File: src/rtl/rd_port_arbiter.sv
// -----------------------------------------------------------------------------
// rd_port_arbiter
//
// Read-domain scheduler for the async FIFO's single read port. It grants the
// port to one of NUM_REQ consumers at a time, in round-robin order, for bursts
// of up to MAX_BURST words. While a consumer holds the grant, the block pops
// the FIFO (rinc) whenever that consumer can accept a word and the FIFO is not
// empty. The popped word is registered and handed to the granted consumer
// with a one-cycle valid strobe.
//
// Ports
//   rclk       in   read-domain clock
//   rrst_n     in   asynchronous active-low reset
//   rempty     in   registered empty flag from the read-pointer logic
//   rdata      in   memory word at the current read address (valid when !rempty)
//   rinc       out  pop strobe to the read-pointer logic (combinational)
//   req        in   per-consumer "can accept a word this cycle"
//   gnt        out  registered one-hot grant, all-zero when idle
//   out_data   out  registered popped word, shared by all consumers
//   out_valid  out  registered per-consumer strobe for out_data
// -----------------------------------------------------------------------------
module rd_port_arbiter #(
  parameter int NUM_REQ    = 4,
  parameter int DATA_WIDTH = 8,
  parameter int MAX_BURST  = 16
) (
  input  logic                  rclk,
  input  logic                  rrst_n,
  input  logic                  rempty,
  input  logic [DATA_WIDTH-1:0] rdata,
  output logic                  rinc,
  input  logic [NUM_REQ-1:0]    req,
  output logic [NUM_REQ-1:0]    gnt,
  output logic [DATA_WIDTH-1:0] out_data,
  output logic [NUM_REQ-1:0]    out_valid
);

  localparam int IDX_W = (NUM_REQ > 1) ? $clog2(NUM_REQ) : 1;
  localparam int CNT_W = $clog2(MAX_BURST + 1);

  typedef enum logic {
    IDLE  = 1'b0,
    BURST = 1'b1
  } state_t;

  state_t                state_q,     state_d;
  logic [NUM_REQ-1:0]    gnt_q,       gnt_d;
  logic [IDX_W-1:0]      gidx_q,      gidx_d;
  logic [IDX_W-1:0]      last_q,      last_d;
  logic [CNT_W-1:0]      cnt_q,       cnt_d;
  logic [DATA_WIDTH-1:0] out_data_q,  out_data_d;
  logic [NUM_REQ-1:0]    out_valid_q, out_valid_d;

  logic                  pick_found;
  logic [IDX_W-1:0]      pick_idx;
  logic                  others_req;
  logic                  release_burst;

  // Round-robin search: first requester strictly after the last winner,
  // wrapping around, so the last winner itself is considered last.
  always_comb begin : rr_pick
    int cand;
    pick_found = 1'b0;
    pick_idx   = '0;
    cand       = 0;
    for (int k = 1; k <= NUM_REQ; k++) begin
      cand = int'(last_q) + k;
      if (cand >= NUM_REQ) cand = cand - NUM_REQ;
      if (!pick_found && req[IDX_W'(cand)]) begin
        pick_found = 1'b1;
        pick_idx   = IDX_W'(cand);
      end
    end
  end

  // Someone other than the current holder is waiting; used to give the port
  // away when the FIFO runs dry instead of idling on an empty queue.
  assign others_req = |(req & ~gnt_q);

  // NOTE: every output of this block gets a default before the case
  // statement, so no path leaves a variable unassigned and no latch is inferred.
  always_comb begin
    state_d       = state_q;
    gnt_d         = gnt_q;
    gidx_d        = gidx_q;
    last_d        = last_q;
    cnt_d         = cnt_q;
    out_data_d    = out_data_q;
    out_valid_d   = '0;
    rinc          = 1'b0;
    release_burst = 1'b0;

    case (state_q)
      IDLE: begin
        if (pick_found) begin
          state_d = BURST;
          gidx_d  = pick_idx;
          gnt_d   = NUM_REQ'(1) << pick_idx;
          cnt_d   = '0;
        end
      end

      BURST: begin
        rinc = req[gidx_q] & ~rempty;

        if (rinc) begin
          cnt_d       = cnt_q + CNT_W'(1);
          out_data_d  = rdata;
          out_valid_d = gnt_q;
        end

        // A pop on the final burst slot still delivers its word next cycle;
        // only the grant is withdrawn.
        release_burst = (rinc && (cnt_q == CNT_W'(MAX_BURST - 1)))
                     || !req[gidx_q]
                     || (rempty && others_req);

        if (release_burst) begin
          state_d = IDLE;
          gnt_d   = '0;
          last_d  = gidx_q;
        end
      end

      default: state_d = IDLE;
    endcase
  end

  // NOTE: sequential state uses non-blocking assignments so every register
  // samples the pre-edge values, independent of statement order.
  always_ff @(posedge rclk or negedge rrst_n) begin
    if (!rrst_n) begin
      state_q     <= IDLE;
      gnt_q       <= '0;
      gidx_q      <= '0;
      last_q      <= IDX_W'(NUM_REQ - 1);
      cnt_q       <= '0;
      out_data_q  <= '0;
      out_valid_q <= '0;
    end else begin
      state_q     <= state_d;
      gnt_q       <= gnt_d;
      gidx_q      <= gidx_d;
      last_q      <= last_d;
      cnt_q       <= cnt_d;
      out_data_q  <= out_data_d;
      out_valid_q <= out_valid_d;
    end
  end

  assign gnt       = gnt_q;
  assign out_data  = out_data_q;
  assign out_valid = out_valid_q;

endmodule

File: config.mk
export PLATFORM = sky130hd
export DESIGN_NAME = rd_port_arbiter
export DESIGN_NICKNAME = d
export VERILOG_FILES = /design/src/rtl/rd_port_arbiter.sv
export SDC_FILE = /design/constraint.sdc
export NUM_CORES = 1
export LEC_CHECK = 0
export BUFFER_PORTS_ARGS = -buffer_cell sky130_fd_sc_hd__buf_2
export CAP_MARGIN = 10
export CORE_UTILIZATION = 45
export CTS_CLUSTER_DIAMETER = 120
export CTS_CLUSTER_SIZE = 10
export DETAILED_ROUTE_END_ITERATION = 8
export HOLD_SLACK_MARGIN = 0.06
export PLACE_DENSITY = 0.73
export REMOVE_ABC_BUFFERS = 1
export SLEW_MARGIN = 10
export SYNTH_ARGS = -nofsm -noshare
export SYNTH_HDL_FRONTEND = slang
export SYNTH_SLANG_ARGS = --single-unit
export TNS_END_PERCENT = 10
File: constraint.sdc
create_clock -name rclk -period 1.9 [get_ports rclk]
set_clock_uncertainty 0.15 [all_clocks]
set_input_delay 0.38 -clock rclk [delete_from_list [all_inputs] [get_ports rclk]]
set_output_delay 0.38 -clock rclk [all_outputs]
set_load 0.03 [all_outputs]
==> results_dict.tcl, run 1 <==
set metrics [dict create \
    run_status "finished, violations left" \
    violated_checks "negative setup slack" \
    post-route-min-period_ps 2119 \
    setup_viol_count_final 3 \
    synth_flop_cell "sky130_fd_sc_hd__dfrtp_1" \
    cell_count_after_placement 182 \
    row_count 18 \
    cts.root.buffer_cell "sky130_fd_sc_hd__clkbuf_4" \
    holdPathStages 3 \
    relSlewSlack_pct 62.56 \
    timing.critical_path.fanout_max 2 \
    tightestPinTransition_ps 561.5 \
    drt_pass1_iterations 4 \
    startpoint_type "register" \
    vias 1049 \
    floorplan.die.width_um 52.85 \
    ff2ff_path_depth 7 \
    path_clk_slew_ps 140 \
    postRouteAntennaNets 0 \
    place_worst_setup_slack_ps -32.31 \
    peakVddDrop_mv 0.9369 \
    critical_path_class "reg -> out" \
    ys_types 33 \
    cts_tree "done" \
    number_of_placed_i_o_pins 32 \
    global_route.usage.total_pct 22.85 \
    drive_above_1_share_pct 36.48 \
    placed_area_um2 1395 \
    cp_cell_sequence "mux4_2 -> nand3b_4 -> inv_2 -> buf_6" \
    yosysMostFrequentCell "sky130_fd_sc_hd__nand2_1" \
    final_design_area_no_fill_um2 1493 \
    die-height_um 52.85 \
    power.static_leakage_nw 0.7981 \
    floorplan.initialDensity_pct 47.40 \
    netlist_instances 116 \
    post-route-period-util_pct 111.5 \
    slew_viol_final 0 \
    nNetsFinal 177 \
    design.die.area_um2 2793 \
    synth_edf_count 0 \
    worst-r2r-setup-slack_ps -70 \
    routed_wirelength_normalized_by_instance_count_um 13.87 \
    ys_seq_area_share_pct 56.13 \
    number_of_antenna_violations_at_the_first_check_in_global_routing 0 \
    synthDominantCellAreaShare_pct 51.61 \
    syn_area_per_cell_um2 10.03 \
    timing.critical_path.max_delay_family "multiplexers" \
    maximum_number_of_pins_on_one_net_before_global_route_repair 27 \
    drt_first_iter_violations 37 \
    cts.htree.levels 1 \
    hold-path-endpoint "out_data[5]" \
    finalCoreUtilization_pct 60.81 \
    yosys_warnings 0 \
    timing.fmax_mhz 472.0 \
    worst_path_largest_cell_delay_ps 560 \
    min_path_type "in -> reg" \
    worstPathArrival_ps 1590 \
    cell_type_of_the_slowest_stage_on_the_worst_timing_path "sky130_fd_sc_hd__mux4_2" \
    dpl.hpwl_mm 1.947 \
    grt_pass1_vias 1019 \
    synth.ff_latch_count 26 \
    synth.largest_area_cell "sky130_fd_sc_hd__dfrtp_1" \
    path_buf_inv 2 \
    gp_congestion 0.8363 \
    timing.rr.start "cnt_q[0]" \
    clock-sinks 26 \
    layout_setup_ws_ps -218.8 \
    wp_data_required_ps 1370 \
    first_pass_grt_wire_length_mm 4.526 \
    detail_route.drc_violations 0 \
    synth.cells.most_frequent "sky130_fd_sc_hd__nand2_1 (29), sky130_fd_sc_hd__dfrtp_1 (24), sky130_fd_sc_hd__o21ai_0 (9)" \
    vias_per_cell 5.550 \
    synth_async_sr_flop_share_pct 100.0 \
    max_cap_violations 0 \
    number_of_buffers_inserted_by_port_buffering 31 \
    rr_endpoint "last_q[1]" \
    count_of_inserted_antenna_diode_cells 0 \
    final-instance-count-excl-fill 189 \
    cp_num_cells 4 \
    cts_buffer_depth 2 \
    finalWirelength_mm 2.621 \
    hp-start "rdata[5]" \
    syn2layout_area_growth_pct 28.28 \
    p_total_mw 2.409 \
    cts_inserted_buffers 3 \
    cellPowerDensity_nw_per_um2 1614 \
    crit_path_end_kind "output port" \
    core_region_area_um2 2455 \
    rsz0062_at_grt "true" \
    timing_hold_violations_final 0 \
    grt-ovfl-total 0 \
    synth.cell_area_um2 1164 \
    synth_area_leaders "sky130_fd_sc_hd__dfrtp_1 (52%), sky130_fd_sc_hd__nand2_1 (9.4%), sky130_fd_sc_hd__dfstp_2 (4.5%)" \
    worstSkewPairLatency_ps 310 \
]
## power breakdown
group	switching (mW)	internal [mW]
Combinational	0.681	0.438
Clock	0.157	0.213
Sequential	0.157	0.763
## worst max-delay path by stage
stage	from	to	slack, ps
floorplan	cnt_q[0]	last_q[0]	40
finish	gidx_q[1]	rinc	-220
CTS	gidx_q[1]	rinc	-230
detailed placement	cnt_q[1]	last_q[1]	-30
global placement	cnt_q[0]	last_q[1]	30
global route	gidx_q[1]	rinc	-290
## layer usage
layer  share of wire, %  track usage (%)  vias to the layer above
met5                  0                0                        -
met4                1.8            8.772                        0
met3                4.9            3.161                       11
met2                 49            39.03                       53
met1                 44            29.10                      502
li1                   -                -                      483
## cell type report
class                           instances  area [µm²]
Clock buffer                            3       22.52
Clock inverter                          1       30.03
Fill cell                             211       962.2
Inverter                                8       30.03
Multi-Input combinational cell         78       465.4
Sequential cell                        26       653.1
Tap cell                               30       37.54
Timing Repair Buffer                   43       254.0
## what timing repair did
action	in CTS	in global routing
pin swaps	1	3
hold endpoints to repair	24	0
setup endpoints to repair	7	8
setup buffers	2	0
gates resized for setup	4	1
gates cloned	0	0
hold buffers	1	0
## kinds of logic (layout without fill, tap and decap cells)
| kind of cell | count (synthesis) | count (layout) | share of synthesized area [%] |
|---|---|---|---|
| buffers and inverters | 12 | 55 | 5.054 |
| and+or+nand+nor | 50 | 50 | 19.25 |
| adders and majority gates | 2 | 2 | 2.150 |
| DFF | 26 | 26 | 56.13 |
| muxes | 3 | 3 | 3.871 |
| AOI/OAI and AO/OA | 23 | 23 | 13.55 |
## sequential cells by signal, summed over array words and instances, names as in the netlist
signal and flops:
out_valid 4, gidx_q 2, state_q 1, last_q 2, out_data 8, gnt 4
cnt_q 5
## per-stage QoR
step	TNS, ps	hold WS (ps)
2_1_floorplan	0	-65.59
3_3_place_gp	0	248.3
3_5_place_dp	-57.06	256.4
4_1_cts	-394.2	82.02
5_1_grt	-870.7	89.77
6_report	-355.3	95.97
## placed cells by master, fill, tap and decap left out, drive strengths merged, types with 2 or more instances in the layout
master | Yosys | final
a32o | 4 | 4
dfstp | 2 | 2
dfrtp | 24 | 24
nand3 | 5 | 5
ha | 2 | 2
buf | 4 | 42
mux2 | 2 | 2
nor2 | 7 | 7
a21oi | 2 | 2
nand2 | 29 | 29
inv | 8 | 8
or2 | 2 | 2
o21ai | 9 | 9
clkbuf | 0 | 3
## worst reg2reg max path, stage by stage, from the launching register on
cell and delay (ps):
sky130_fd_sc_hd__dfrtp_1 420, sky130_fd_sc_hd__ha_1 220, sky130_fd_sc_hd__and3_1 180, sky130_fd_sc_hd__ha_1 170
sky130_fd_sc_hd__o21ai_0 140, sky130_fd_sc_hd__a31oi_1 90, sky130_fd_sc_hd__or2_4 280, sky130_fd_sc_hd__mux2_2 270
Note: power is estimated with default switching activity, not from simulation.
==> run 2, diff against run 1 <==
CORE_UTILIZATION = 54   (was 45)
PLACE_DENSITY = 0.82   (was 0.73)
clock period = 2.73 ns   (was 1.9 ns; I/O delays follow)
==> run 2 against run 1 <==
Against the previous run: critical path type unchanged; first-iteration DRC count down 57%; sequential share of layout area up 4.4 points; largest cell class unchanged; via count down 7.5%; routed wire length down 11%; cell count down 7.4%; core utilization up 7.0 points; count of clock-buffer cells in the layout up 1; worst hold slack worse by 53 ps; the run now ends clean; clock power down 55%; sequential power down 31%; global-route usage down 0.37 points.
==> results_dict.tcl, run 2 (synthesis gave the netlist of run 1 again) <==
set metrics [dict create \
    run_status "complete, no violations" \
    count_of_inserted_antenna_diode_cells 0 \
    post-route-min-period_ps 2396 \
    timing.fmax_mhz 417.3 \
    finalWirelength_mm 2.322 \
    clkPwrFrac_pct 11.1 \
    layout_common_cells "sky130_fd_sc_hd__buf_2 (31), sky130_fd_sc_hd__nand2_1 (29), sky130_fd_sc_hd__dfrtp_1 (24), sky130_fd_sc_hd__o21ai_0 (9)" \
    pwr-share-seq_pct 42.3 \
    wp_data_required_ps 2030 \
    vias_per_cell 5.543 \
    cts_inserted_buffers 3 \
    crit_path_end_kind "output port" \
    tightestPinTransition_ps 548.9 \
    row_count 16 \
    first_pass_grt_wire_length_mm 3.995 \
    fillerInstances 156 \
    dpl.hpwl_mm 1.711 \
    drive_above_1_share_pct 30.41 \
    largest_reg_flops 8 \
    grt_pass1_vias 905 \
    maximum_number_of_pins_on_one_net_before_global_route_repair 27 \
    finalHoldWorstSlack_ps 43.35 \
    post_cts_resized 0 \
    cellInternalPower_uw 830.5 \
    slew_viol_final 0 \
    power.static_leakage_nw 0.7219 \
    peakVddDrop_mv 0.6765 \
    gp_congestion 0.8153 \
    place_worst_setup_slack_ps 445.9 \
    die-height_um 48.42 \
    detail_route.drc_violations 0 \
    grt-ovfl-total 0 \
    rsz0062_at_grt "false" \
    fin_tns_setup_ps 0 \
    max_cap_violations 0 \
    finalCoreUtilization_pct 67.81 \
    worstPathArrival_ps 1700 \
    cell_count_after_placement 171 \
    cts_hold_buffers 0 \
    worstSkewPairLatency_ps 320 \
    routed_wirelength_normalized_by_instance_count_um 13.27 \
    post-route-period-util_pct 87.78 \
    design.die.area_um2 2345 \
    setup_viol_count_final 0 \
    cts.htree.levels 1 \
    postRouteAntennaNets 0 \
    timing_hold_violations_final 0 \
    final-instance-count-excl-fill 175 \
    min_path_type "in -> async" \
    startpoint_type "register" \
    layout_setup_ws_ps 333.5 \
    comb_power_share_pct 46.6 \
    core_region_area_um2 2002 \
    critical_path_class "reg -> out" \
    number_of_placed_i_o_pins 32 \
    cellPowerDensity_nw_per_um2 1098 \
    relSlewSlack_pct 63.41 \
    nNetsFinal 166 \
    drt_first_iter_violations 16 \
    vias 970 \
    number_of_buffers_inserted_by_port_buffering 31 \
    cts_buffer_depth 2 \
    floorplan.die.width_um 48.42 \
    power_switching_share_pct 44.28 \
    path_clk_slew_ps 140 \
    cts.root.buffer_cell "sky130_fd_sc_hd__clkbuf_4" \
    clock-sinks 26 \
    syn2layout_area_growth_pct 16.67 \
    drt_pass1_iterations 4 \
    layout_commonest_cell "sky130_fd_sc_hd__buf_2" \
    global_route.usage.total_pct 22.48 \
    net-switching-power_uw 660.0 \
    cts_tree "done" \
    number_of_antenna_violations_at_the_first_check_in_global_routing 0 \
    timing.critical_path.fanout_max 13 \
    floorplan.initialDensity_pct 58.12 \
    cts_post_setup_buffers_inserted 0 \
]
## run 2: per-stage QoR
step                area (µm²)  power, mW
floorplan                 1135      1.117
global placement          1331      1.299
detailed placement        1331      1.328
CTS                       1358      1.494
global route              1358      1.589
finish                    1358      1.490
## run 2: area by class of cell
cell class | count | area [µm²] | area share, %
sequential | 26 | 653.1 | 48.11
multi-input combinational | 78 | 451.7 | 33.27
inverter | 8 | 30.03 | 2.212
timing repair buffer | 32 | 162.7 | 11.98
tap | 27 | 33.78 | 2.488
clock buffer | 4 | 26.28 | 1.935
## run 2: power by group through the flow
| stage | registers, mW | clock network, mW | logic [mW] |
|---|---|---|---|
| finish | 0.631 | 0.165 | 0.694 |
| global placement | 0.630 | 0 | 0.669 |
| detailed placement | 0.638 | 0 | 0.690 |
| floorplan | 0.790 | 0 | 0.327 |
| global route | 0.649 | 0.182 | 0.758 |
| CTS | 0.629 | 0.170 | 0.695 |
## run 2: per-layer routing
metal	GRT usage [%]	part of all wire [%]
met3	1.887	4.6
met5	0	0
met2	36.15	52
met4	13.73	0.60
met1	29.85	43
## run 2: worst paths after layout
path / slack [ps] / from / to / depth (start not counted)
worst max-delay path: 330 / gidx_q[1] / rinc / 4
worst min-delay path: 40 / rrst_n / cnt_q[2] / 1
worst max register to register: 690 / cnt_q[0] / last_q[1] / 7
worst min register to register: 340 / out_data[7] / out_data[7] / 2
max in group asynchronous: 2010 / rrst_n / last_q[0] / 1
min in group rclk: 260 / rdata[7] / out_data[7] / 3
## run 2: worst max-delay path: stages, from the launching register on
cell,delay [ps]
sky130_fd_sc_hd__dfrtp_1,430
sky130_fd_sc_hd__mux4_2,540
sky130_fd_sc_hd__nand3b_2,120
sky130_fd_sc_hd__inv_2,110
sky130_fd_sc_hd__buf_2,200
==> run 3, diff against run 2 <==
CORE_MARGIN = 8   (was default)
PLACE_DENSITY = 0.88   (was 0.82)
==> run 3 against run 2 <==
Against the previous run: flip-flop and latch count unchanged; critical path depth unchanged; fmax decreased by 1.6%; sequential share of layout area down 1.3 points; clock power is 56% higher; count of clock-buffer cells in the layout fell by 1; die area rose by 66%; final area is 2.8% higher; non-clock buffer count rose by 1; largest cell class unchanged.
==> results_dict.tcl, run 3 (synthesis gave the netlist of run 1 again) <==
set metrics [dict create \
    number_of_buffers_inserted_by_port_buffering 31 \
    floorplan.die.width_um 62.42 \
    vias_per_cell 5.407 \
    design.die.area_um2 3896 \
    finalHoldWorstSlack_ps 257.7 \
    worstPathArrival_ps 1740 \
    detail_route.drc_violations 0 \
    fin_tns_setup_ps 0 \
    path_clk_slew_ps 140 \
    gp_congestion 0.9269 \
    crit_path_end_kind "output port" \
    peakVddDrop_mv 0.6958 \
    final-instance-count-excl-fill 177 \
    post-route-period-util_pct 89.17 \
    drt_first_iter_violations 29 \
    timing.critical_path.fanout_max 13 \
    vias 957 \
    clock-sinks 26 \
    core_region_area_um2 2127 \
    cts_post_setup_buffers_inserted 0 \
    placed_area_um2 1333 \
    startpoint_type "register" \
    layout_setup_ws_ps 295.7 \
    rsz0062_at_grt "false" \
    run_status "complete, no violations" \
    layout_commonest_cell "sky130_fd_sc_hd__buf_2" \
    largest_reg_flops 8 \
    first_pass_grt_wire_length_mm 4.264 \
    max_cap_violations 0 \
    cts.root.buffer_cell "sky130_fd_sc_hd__clkbuf_4" \
    critical_path_class "reg -> out" \
    maximum_number_of_pins_on_one_net_before_global_route_repair 27 \
    cellPowerDensity_nw_per_um2 1137 \
    final_design_area_no_fill_um2 1395 \
    drive_above_1_share_pct 30.87 \
    grt_pass1_vias 973 \
    cell_count_after_placement 172 \
    cts.htree.levels 1 \
    cts_inserted_buffers 3 \
    cts_tree "done" \
    number_of_placed_i_o_pins 32 \
    dpl.hpwl_mm 1.931 \
    timing_hold_violations_final 0 \
    post-route-min-period_ps 2434 \
    cts_buffer_depth 2 \
    syn2layout_area_growth_pct 19.89 \
    tightestPinTransition_ps 544.5 \
    min_path_type "in -> reg" \
    drt_pass1_iterations 4 \
    postRouteAntennaNets 0 \
    nNetsFinal 167 \
    global_route.usage.total_pct 13.02 \
    place_worst_setup_slack_ps 418.5 \
    power.static_leakage_nw 0.7390 \
    post_cts_resized 0 \
    grt-ovfl-total 0 \
    die-height_um 62.42 \
    number_of_antenna_violations_at_the_first_check_in_global_routing 0 \
    count_of_inserted_antenna_diode_cells 0 \
    worstSkewPairLatency_ps 320 \
    wp_data_required_ps 2030 \
    relSlewSlack_pct 63.70 \
    fillerInstances 170 \
    floorplan.initialDensity_pct 54.71 \
    routed_wirelength_normalized_by_instance_count_um 14.02 \
    timing.fmax_mhz 410.8 \
    layout_common_cells "sky130_fd_sc_hd__buf_2 (31), sky130_fd_sc_hd__nand2_1 (29), sky130_fd_sc_hd__dfrtp_1 (24), sky130_fd_sc_hd__o21ai_0 (9)" \
    slew_viol_final 0 \
    setup_viol_count_final 0 \
    finalWirelength_mm 2.482 \
    row_count 17 \
]
[run 3: changes by cell type in the layout (fill, tap and decap cells not counted), sizes merged]
cell / delta
clkbuf: -1
dlygate4sd3: +1
bufinv: +1
[run 3: path summary, 6_finish.rpt]
path                       depth (start not counted)        start  slack, ps     endpoint
min in group asynchronous                          2       rrst_n        580  out_data[4]
setup / recovery                                   4    gidx_q[1]        300         rinc
hold / removal                                     3     rdata[3]        260  out_data[3]
hold reg to reg                                    2  out_data[0]        340  out_data[0]
max in group asynchronous                          2       rrst_n       1480    last_q[1]
setup reg to reg                                   7     cnt_q[0]        670    last_q[0]
[run 3: power breakdown]
group / total, mW / switching (mW) / internal (mW)
Sequential: 0.637 / 0.105 / 0.531
Clock: 0.258 / 0.110 / 0.148
Combinational: 0.692 / 0.449 / 0.243
Total: 1.59 / 0.665 / 0.922
[run 3: cell type report]
| class | instances | area, µm² | share of cell area (%) |
|---|---|---|---|
| Sequential cell | 26 | 653.1 | 46.82 |
| Tap cell | 28 | 35.03 | 2.511 |
| Timing Repair Buffer | 33 | 172.7 | 12.38 |
| Clock inverter | 1 | 30.03 | 2.152 |
| Inverter | 8 | 30.03 | 2.152 |
| Multi-Input combinational cell | 78 | 451.7 | 32.38 |
| Clock buffer | 3 | 22.52 | 1.614 |
[run 3: stage by stage]
step | power [mW] | util, %
after global routing | 1.694 | 65.59
final | 1.587 | 65.59
after global placement | 1.307 | 62.65
after CTS | 1.594 | 65.59
after floorplan | 1.117 | -
after detailed placement | 1.338 | 62.65
[run 3: repair_timing]
action                                  4_1_cts  5_1_grt
endpoints found under the hold margin        24        0
endpoints found under the setup margin        0        0
hold buffers                                  1        0
[run 3: layer usage]
metal,track usage (%),share of wire [%],vias up
li1,-,-,461
met1,14.04,40,462
met2,22.38,51,28
met3,4.122,7.4,6
met4,6.553,1.9,0
met5,0,0,-
[run 3: worst max-delay path, stage by stage, from the launching register on]
cell and delay [ps]:
sky130_fd_sc_hd__dfrtp_1 430, sky130_fd_sc_hd__mux4_2 550, sky130_fd_sc_hd__nand3b_2 120, sky130_fd_sc_hd__inv_2 110, sky130_fd_sc_hd__buf_2 200
